--- config.mk ---
export PLATFORM = sky130hd
export DESIGN_NAME = hazard_stall_ctrl
export DESIGN_NICKNAME = d
export VERILOG_FILES = /design/src/rtl/hazard_stall_ctrl.sv
export SDC_FILE = /design/constraint.sdc
export NUM_CORES = 1
export LEC_CHECK = 0
export CORE_MARGIN = 3
export CORE_UTILIZATION = 34
export DETAILED_ROUTE_END_ITERATION = 6
export GPL_TIMING_DRIVEN = 0
export PLACE_DENSITY = 0.86
export SLEW_MARGIN = 40
export SYNTH_ARGS = -nofsm -noshare
export SYNTH_HDL_FRONTEND = slang
export SYNTH_SLANG_ARGS = --single-unit
--- constraint.sdc ---
create_clock -name clk -period 2 [get_ports clk]
set_clock_uncertainty 0.1 [all_clocks]
set_input_delay 0.4 -clock clk [delete_from_list [all_inputs] [get_ports clk]]
set_output_delay 0.4 -clock clk [all_outputs]
set_load 0.02 [all_outputs]
--- src/rtl/hazard_stall_ctrl.sv ---
// Pipeline hazard/stall controller: load-use bubbles, taken-branch flush, data-memory freeze with timeout pulse.
// Control outputs are combinational (0 latency); optional perf counters via `define HAZARD_PERF_CNT_EN.
module hazard_stall_ctrl #(
   parameter int LOAD_STALL_CYCLES = 1,
   parameter int MEM_TIMEOUT       = 64
) (
   input  logic        clk,
   input  logic        rst,
   input  logic [4:0]  ifid_rs1,
   input  logic [4:0]  ifid_rs2,
   input  logic [4:0]  idex_rd,
   input  logic        idex_mem_read,
   input  logic        branch_taken,
   input  logic        mem_busy,
   output logic        pc_write,
   output logic        ifid_write,
   output logic        ifid_flush,
   output logic        idex_bubble,
   output logic        pipe_freeze,
   output logic        mem_timeout,
   output logic [1:0]  state_o,
   output logic [31:0] stall_count,
   output logic [31:0] flush_count
);

   typedef enum logic [1:0] {
      RUN      = 2'd0,
      LD_STALL = 2'd1,
      MEM_WAIT = 2'd2
   } state_t;

   localparam logic [2:0] LD_INIT  = 3'(LOAD_STALL_CYCLES - 1);
   localparam logic [7:0] WAIT_MAX = 8'(MEM_TIMEOUT);

   state_t     state, state_nxt;
   logic [2:0] ld_cnt, ld_cnt_nxt;
   logic [7:0] wait_cnt, wait_cnt_nxt;
   logic       timeout_nxt;
   logic       load_use;
   logic       run_dec;
   logic       pc_w, ifid_w, flush, bubble, freeze;

   assign load_use = idex_mem_read && (idex_rd != 5'd0) &&
                     ((idex_rd == ifid_rs1) || (idex_rd == ifid_rs2));

   always_ff @(posedge clk or posedge rst) begin
      if (rst) begin
         state       <= RUN;
         ld_cnt      <= 3'd0;
         wait_cnt    <= 8'd0;
         mem_timeout <= 1'b0;
      end else begin
         state       <= state_nxt;
         ld_cnt      <= ld_cnt_nxt;
         wait_cnt    <= wait_cnt_nxt;
         mem_timeout <= timeout_nxt;
      end
   end

   always_comb begin
      state_nxt    = state;
      ld_cnt_nxt   = ld_cnt;
      wait_cnt_nxt = wait_cnt;
      timeout_nxt  = 1'b0;
      run_dec      = 1'b0;
      pc_w         = 1'b0;
      ifid_w       = 1'b0;
      flush        = 1'b0;
      bubble       = 1'b0;
      freeze       = 1'b0;

      case (state)
         RUN: run_dec = 1'b1;
         LD_STALL: begin
            // A freeze abandons the remaining bubbles; the hazard is re-detected afterwards.
            if (mem_busy) begin
               run_dec = 1'b1;
            end else begin
               bubble     = 1'b1;
               ld_cnt_nxt = ld_cnt - 3'd1;
               if (ld_cnt == 3'd1)
                  state_nxt = RUN;
            end
         end
         MEM_WAIT: begin
            if (mem_busy) begin
               freeze      = 1'b1;
               timeout_nxt = (wait_cnt == WAIT_MAX - 8'd1);
               if (wait_cnt != WAIT_MAX)
                  wait_cnt_nxt = wait_cnt + 8'd1;
            end else begin
               run_dec = 1'b1;
            end
         end
         default: run_dec = 1'b1;
      endcase

      if (run_dec) begin
         if (mem_busy) begin
            freeze       = 1'b1;
            state_nxt    = MEM_WAIT;
            wait_cnt_nxt = 8'd1;
         end else if (branch_taken) begin
            pc_w      = 1'b1;
            ifid_w    = 1'b1;
            flush     = 1'b1;
            bubble    = 1'b1;
            state_nxt = RUN;
         end else if (load_use) begin
            bubble = 1'b1;
            if (LOAD_STALL_CYCLES == 1) begin
               state_nxt = RUN;
            end else begin
               state_nxt  = LD_STALL;
               ld_cnt_nxt = LD_INIT;
            end
         end else begin
            pc_w      = 1'b1;
            ifid_w    = 1'b1;
            state_nxt = RUN;
         end
      end
   end

   assign pc_write    = pc_w   & ~rst;
   assign ifid_write  = ifid_w & ~rst;
   assign ifid_flush  = flush  & ~rst;
   assign idex_bubble = bubble & ~rst;
   assign pipe_freeze = freeze & ~rst;
   assign state_o     = state;

`ifdef HAZARD_PERF_CNT_EN
   always_ff @(posedge clk or posedge rst) begin
      if (rst) begin
         stall_count <= 32'd0;
         flush_count <= 32'd0;
      end else begin
         if (!ifid_write)
            stall_count <= stall_count + 32'd1;
         if (ifid_flush)
            flush_count <= flush_count + 32'd1;
      end
   end
`else
   assign stall_count = 32'd0;
   assign flush_count = 32'd0;
`endif

endmodule

# After elaboration in Yosys (flattened, before gate mapping)
# Cells that the tools add are included.
# totals
register_bits	14
inputBits	20
out_inout_bits	72
wordCells	58
# op_classes
add_sub_neg	2
eq_ne	8
mux	30
n_bitwise	6
reduce_logical	8
# op_table
operator	count
8-bit two-way mux	5
1-bit two-way mux	19
5-bit equality test	2
2-bit two-way mux	5
8-bit by 1-bit adder with 8-bit output (second input constant)	1
8-bit by 6-bit equality test with 1-bit output (second input constant)	1
8-bit by 7-bit inequality test with 1-bit output (second input constant)	1
5-bit nonzero test	1
1-bit AND	4
2-bit nonzero test	2
3-bit by 1-bit equality test with 1-bit output (second input constant)	1
3-bit AND reduction	1
3-bit by 1-bit subtractor with 3-bit output (second input constant)	1
2-bit by 1-bit equality test with 1-bit output (second input constant)	1
2-bit equality test (second input constant)	1
1-bit logical AND	2
2-bit by 1-bit inequality test with 1-bit output (second input constant)	1
1-bit inverter	2
1-bit one-hot mux with 2 select lines	1
2-bit AND reduction	1
1-bit logical OR	1

# Logic depth before layout (Yosys ltp)
# Gate-level depths: netlist of the first run.
# logic_depth
ltp_word	8
ltp_mapped	5
ltp_nobuf	5

# Least setup slack after synthesis of the first run
# Ideal clock, no wire load.
# synth_path
path_kind	in2out
startpoint	input port idex_rd[1]
endpoint	output port pc_write
arrival_ns	1.445
slack_ns	0.055
path_stages	4
path_buffers	1
path_cell_list	or4_1 > o21ai_2 > o31a_2 > buf_4
# synth_between
elab_chain_cells	8
elab_cells_between_ends	11
# synth_lines
item	line_no	text
start: declaration	11	input logic [4:0] idex_rd,
5-bit equality test or 5-bit nonzero test (tied branches)	44, 43	
1-bit logical OR or 1-bit logical AND (tied branches)	44, 43	
1-bit logical AND (*)	43	assign load_use = idex_mem_read && (idex_rd != 5'd0) &&
1-bit two-way mux (*) (4 in a row)	-	
1-bit AND (*)	-	
end: declaration	15	output logic pc_write,
# Mark *: on every way between the ends. The rest lies on a longest branch, timed or not.

# Final worst setup path of the first run
# layout_path
startpoint	input port ifid_rs1[1]
endpoint	output port pc_write
# layout_between
elab_chain_cells	8
# layout_lines
item	line_no	text
start: declaration	9	input logic [4:0] ifid_rs1,
5-bit equality test	44	((idex_rd == ifid_rs1) || (idex_rd == ifid_rs2));
1-bit logical OR	44	
1-bit logical AND	43	
1-bit two-way mux	109	end else if (load_use) begin
1-bit two-way mux	103	end else if (branch_taken) begin
1-bit two-way mux	99	if (mem_busy) begin
1-bit two-way mux	98	if (run_dec) begin
1-bit AND	125	assign pc_write = pc_w & ~rst;
# No other way between the ends.

==> results of run 1 <==
-- state kept, by name (all words and copies together) (netlist names) --
register / cells
wait_cnt: 8
mem_timeout: 1
state_o: 1
-- layout by cell type (no fill, tap or decap), drive strengths merged, types with 2 or more instances in the layout --
| master | netlist | layout |
|---|---|---|
| buf | 67 | 82 |
| conb | 1 | 65 |
| xor2 | 13 | 13 |
| nor2 | 11 | 11 |
| dfrtp | 10 | 10 |
| inv | 6 | 6 |
| clkdlybuf4s50 | 0 | 5 |
| clkbuf | 1 | 5 |
| nand2 | 4 | 4 |
| nand3 | 3 | 3 |
| clkdlybuf4s15 | 0 | 3 |
| o21ai | 3 | 3 |
| nor3 | 3 | 3 |
| nand4 | 2 | 2 |
| xnor2 | 2 | 2 |
| ha | 2 | 2 |
| dlygate4sd2 | 0 | 2 |
| a21oi | 2 | 2 |
-- per-layer routing --
layer  up-vias  routed length (µm)
li1        508                   -
met1       390                 786
met2        59                1270
met3         6                 238
met4         0                  16
met5         -                   0
-- logic make-up after synthesis --
| group | count (synthesis) | share of synthesized area [%] |
|---|---|---|
| AOI/OAI and AO/OA | 10 | 6.92 |
| xor gates and xnor gates | 15 | 11.2 |
| adders and majority gates | 2 | 2.13 |
| buffers and inverters | 74 | 45.0 |
| DFF | 10 | 21.3 |
| muxes | 1 | 0.958 |
| other | 1 | 0.319 |
| and+or+nand+nor | 28 | 12.1 |
-- what timing repair did --
item / 4_1_cts / 5_1_grt
gates cloned: 0 / 0
buffers inserted: 1 / 0
endpoints found under the setup margin: 5 / 4
pin swaps: 13 / 3
resized for setup: 77 / 10
-- cell usage after synthesis (all sizes together) --
cell type,instances,area (µm²)
a21oi,2,13.8
a22o,1,8.76
a22oi,1,7.51
and3,1,6.26
and4,1,8.76
buf,67,503
clkbuf,1,3.75
conb,1,3.75
dfrtp,10,250
ha,2,25.0
inv,6,22.5
mux2,1,11.3
nand2,4,15.0
nand3,3,15.0
nand4,2,12.5
nor2,11,41.3
nor3,3,15.0
nor4,1,6.26
nor4b,1,15.0
o21ai,3,18.8
o22ai,1,6.26
o31a,1,10.0
o41ai,1,16.3
or4,1,7.51
xnor2,2,17.5
xor2,13,114
-- area by class of cell --
type / count / area [µm²] / share of cell area, %
Multi-Input combinational cell: 121 / 664 / 37.6
Inverter: 6 / 22.5 / 1.28
Clock buffer: 3 / 22.5 / 1.28
Sequential cell: 10 / 250 / 14.2
Tap cell: 44 / 55.1 / 3.12
Timing Repair Buffer: 27 / 236 / 13.4
Buffer: 68 / 514 / 29.1
-- stage by stage --
stage	power, µW	utilization, %	instance area [µm²]	TNS [ns]
3_5_place_dp	583	54.4	1730	-3.38
4_1_cts	715	54.9	1750	-0.0749
6_report	723	55.6	1770	-0.0771
5_1_grt	769	55.6	1770	-0.173
3_3_place_gp	578	54.4	1730	-3.32
2_1_floorplan	511	-	1420	0
-- power by group through the flow --
stage	Clock, µW	Combinational, µW	Sequential, µW
floorplan	0	274	236
global placement	0	340	238
detailed placement	0	344	239
CTS	137	342	236
global route	149	382	237
finish	134	353	236
-- path summary, 6_finish.rpt --
check                             from     endpoint  slack (ns)
hold reg to reg            wait_cnt[7]  mem_timeout        0.44
min in group clk           wait_cnt[7]  mem_timeout        0.44
max in group asynchronous          rst  wait_cnt[3]        1.10
setup / recovery           ifid_rs1[1]     pc_write       -0.06
hold / removal                     rst   state_o[1]        0.43
setup reg to reg           wait_cnt[0]  wait_cnt[6]        0.42
-- worst register-to-register path, stage by stage (launching register included) --
cell and delay [ns]:
dfrtp_1 0.39, ha_1 0.18, and3_1 0.18, nand4_1 0.15
mux2_2 0.30, a22o_1 0.17
==> qor.txt, run 1 <==
Outcome: finished, violations left
Failing checks: negative setup slack
Mean Syn Cell Area: 8.33 µm²
Worst Slack Setup Final: -0.0602 ns
Met3 Usage GRT: 3.29%
Register area share after synthesis: 21.3%
Number of setup violations in the final report: 2
CTS Buffer Depth: 2
Routability cong.: 0.826
Clock power frac: 18.5%
Avg WL per Cell: 8.27 µm
Yosys warns: 0
CTS tree: yes
Vias: 963
# fillers: 300
# hold bufs at CTS: 0
Max stage delay on crit path: 0.32 ns
Global Route Usage Sum: 9.89%
Final period utilization: 103%
Sw Share: 38.4%
Final Hold Fails: 0
Synthesized area: 1170 µm²
Antenna viol nets, final: 0
P_sw: 278 µW
Clock sinks: 10
Critical path class: in -> out
Ant diodes: 0
Die X: 64.8 µm
Hpwl dp: 1.99 mm
Drt drc: 0
# rows: 20
Placed insts: 275
Non-Filler Instances: 279
Number of I/O port buffers: 26
Root Driver: clkbuf_4
Max Clk Rate: 485 MHz
Sequential share of power: 32.7%
Worst hold slack: 0.430 ns
Tmin final: 2.06 ns
Peak supply drop: 143 µV
Slowest stage cell, crit path: o31a_2
CP bufs+invs: 3
Critical path startpoint category: primary input
GR peak layer: met2
Die area: 4200 µm²
Layout net count: 259
Htree depth: 1
Vias in the first global route: 842
Post-Place Setup Slack: -0.938 ns
RSZ-0062 raised after global routing: true
Layout area overhead: 50.3%
Global-route wire length before repair: 3.36 mm
Worst path depth: 7
Met2 usage: 19.7%
Crit-path cells: dlygate4sd2_1 -> xor2_1 -> nor2_1 -> a22oi_2 -> o31a_2 -> buf_6 -> buf_6
CP Data Arrival Time: 1.56 ns
Initial antenna violation count: 0
Cells after Synth: 141
First-pass iteration count of the detailed router: 4
Num CTS Buffers: 3
IO Count: 92
Starting Density: 37.0%
Worst Path Max Fanout: 2
Hold Crit Class: in -> async
CORE AREA: 3180 µm²
Critical Path RT: 1.50 ns
Die Height: 64.8 µm
Seq cells post-synth: 10
Top delay family on crit path: buffers and inverters
Max cap viols: 0
Ratio of total power to cell area: 409 nW/µm²
GR Layer Usage met1: 9.92%
Final Max Tran Viols: 0
Largest net degree at the start of global routing: 11
Int Power: 445 µW
Violation count after the first detailed-route iteration: 32
Share of cells above drive strength 1: 41.3%
Clk slew on worst S/H paths: 0.06 ns
Leakage power: 0.00104 µW
CP Capture Type: output port
Worst path most repeated cell: buf_6
Global route overflow: 0
Logic pwr share: 48.8%
Post-synth cell types: 28
FF-to-FF path depth: 5
Vias/cell: 3.45
Detailed Route WL: 2.31 mm
Clock latency on the worst-skew pair: 0.26 ns
No activity file was read; power rests on OpenSTA's default activity.
==> run 2: changes to the inputs <==
--- a/config.mk
+++ b/config.mk
@@ -5,7 +5,7 @@
 export SDC_FILE = /design/constraint.sdc
 export NUM_CORES = 1
 export LEC_CHECK = 0
-export CORE_MARGIN = 3
+export CORE_MARGIN = 2
 export CORE_UTILIZATION = 34
 export DETAILED_ROUTE_END_ITERATION = 6
 export GPL_TIMING_DRIVEN = 0
==> constraint.sdc (replaced) <==
create_clock -name clk -period 2 [get_ports clk]
set_clock_uncertainty 0.1 [all_clocks]
set_input_delay 0.6 -clock clk [delete_from_list [all_inputs] [get_ports clk]]
set_output_delay 0.6 -clock clk [all_outputs]
set_load 0.02 [all_outputs]
==> run 2 against run 1 <==
Compared with the run above: the run still ends with negative setup slack left; die area fell by 6.1%; count of clock-buffer cells in the layout rose by 1; largest power group unchanged; sequential share of layout area fell by 0.34 points; final cell count rose by 1.8%; via count rose by 1.9%; register-to-register slack improved by 0.02 ns; highest routed layer unchanged; sequential power barely moved; worst setup slack got worse by 0.42 ns; hold slack got worse by 0.013 ns; power rose by 7.0%; non-clock buffer count rose by 2; routed wire length fell by 4.8%.
==> qor.txt, run 2 (synthesis gave the netlist of run 1 again) <==
Critical R2R Launch: wait_cnt[0]
Global route overflow: 0 (unchanged)
Max stage delay on crit path: 0.37 ns (+0.05 ns)
Drt drc: 0 (unchanged)
Hold Path Stages: 1
Starting Density: 35.2% (-1.8 points)
Max cap viols: 0 (unchanged)
Critical path class: in -> out
Vias/cell: 3.45 (about the same)
Critical path startpoint category: primary input
Detailed Route WL: 2.20 mm (-4.8%)
Worst hold start: wait_cnt[7]
Htree depth: 1 (unchanged)
Global-route wire length before repair: 3.46 mm (+3.1%)
Largest net degree at the start of global routing: 11 (unchanged)
Clk slew on worst S/H paths: 0.07 ns (about the same)
CP Launch Point: ifid_rs2[2]
Commonest non-fill, non-tap cell in the layout: buf_4
Outcome: finished, violations left
Layout net count: 261 (+0.77%)
Worst R2R End: wait_cnt[6]
RSZ-0062 raised after global routing: true
Slowest stage cell, crit path: o31a_2
Largest register by flop count: wait_cnt
Worst Path Max Fanout: 2 (unchanged)
Vias: 981 (+1.9%)
Ant diodes: 0 (unchanged)
FF-to-FF path depth: 5 (unchanged)
Leakage power: 0.00106 µW (+1.7%)
Largest register FFs: 8 (unchanged)
CP Capture Type: output port
CORE AREA: 3340 µm² (+5.0%)
Antenna viol nets, final: 0 (unchanged)
Violation count after the first detailed-route iteration: 28 (-13%)
Die X: 62.8 µm (-3.1%)
R2R Setup Slk: 0.44 ns (+0.02 ns)
Commonest non-fill, non-tap cells in the layout: buf_4 (70), conb_1 (65), xor2_1 (12), nor2_1 (10), dfrtp_1 (10)
Share of cells above drive strength 1: 43.7% (+2.4 points)
Worst Slack Setup Final: -0.477 ns (-0.416 ns)
IO Count: 92 (unchanged)
Final Max Tran Viols: 0 (unchanged)
Hold Crit Class: reg -> reg
Routability cong.: 0.812 (-1.7%)
Layout area overhead: 54.0%
Final Hold Fails: 0 (unchanged)
Initial antenna violation count: 0 (unchanged)
Avg WL per Cell: 7.74 µm (-6.5%)
Die Height: 62.8 µm (-3.1%)
Global Route Usage Sum: 10.9% (+1.0 points)
CTS tree: yes
Peak supply drop: 125 µV (-12%)
Failing checks: negative setup slack
Clock sinks: 10 (unchanged)
Die area: 3940 µm² (-6.1%)
Post-Place Setup Slack: -1.35 ns (-0.410 ns)
Fin Setup TNS: -1.35 ns (-1.28 ns)
Vias in the first global route: 867 (+3.0%)
Num CTS Buffers: 3 (unchanged)
Hold endpoint: mem_timeout
Number of setup violations in the final report: 3 (+1)
Final core occ: 54.2% (-1.3 points)
Worst path most repeated cell: buf_6
Ratio of total power to cell area: 428 nW/µm² (+4.5%)
Number of I/O port buffers: 26 (unchanged)
Critical Path RT: 1.30 ns (-0.20 ns)
Crit-path cells: clkdlybuf4s15_1 -> xor2_1 -> nor2_1 -> a22oi_2 -> o31a_2 -> buf_6 -> buf_6
# rows: 21 (+5.0%)
CTS Buffer Depth: 2 (unchanged)
CP Data Arrival Time: 1.78 ns (+0.22 ns)
Clock latency on the worst-skew pair: 0.27 ns (about the same)
First-pass iteration count of the detailed router: 4 (unchanged)
Max Clk Rate: 404 MHz (-17%)
Final period utilization: 124% (+21 points)
Root Driver: clkbuf_4
Hpwl dp: 1.88 mm (-5.3%)
Tmin final: 2.48 ns (+0.416 ns)
## run 2: critical path, delay by kind of cell
| family | cells | cell delay [ns] |
|---|---|---|
| compound gates | 2 | 0.48 |
| xor+xnor | 1 | 0.16 |
| buf+inv | 3 | 0.42 |
| simple gates | 1 | 0.14 |
## run 2: worst max path at each step
stage                           to  depth (start not counted)
after global placement    pc_write                          6
after CTS                 pc_write                          6
after global routing      pc_write                          7
final                     pc_write                          7
after detailed placement  pc_write                          6
after floorplan           pc_write                          4
## run 2: metal layers
layer | up-vias | wire length, µm | track usage, %
met5 | - | 0 | 0
met4 | 0 | 21 | 2.50
met3 | 5 | 192 | 3.24
met2 | 47 | 1260 | 22.7
met1 | 411 | 727 | 10.1
li1 | 518 | - | -
## run 2: what timing repair did
item,in CTS,in global routing
setup endpoints to repair,6,5
setup buffers,2,1
pin swaps,12,11
hold buffers,0,0
gates resized for setup,81,16
gates cloned,0,0
## run 2: report_power, final
part	total, µW	switching, µW	internal (µW)
Combinational	356	197	159
Clock	182	71.6	111
Sequential	235	18.0	218
## run 2: layout make-up
class	instances	area [µm²]
inverters	6	25.0
multi-input cells	121	679
plain buffers	68	514
fillers	320	1530
clock buffers	4	36.3
well taps	46	57.6
repair buffers	29	246
flip-flops and latches	10	250
## run 2: per-stage QoR
stage / cells / hold slack (ns) / instance area, µm² / total power (µW)
after floorplan: 205 / 0.340 / 1420 / 511
after global placement: 277 / 0.403 / 1740 / 579
after detailed placement: 277 / 0.393 / 1740 / 584
after CTS: 283 / 0.412 / 1780 / 766
after global routing: 284 / 0.450 / 1810 / 825
final: 284 / 0.417 / 1810 / 774
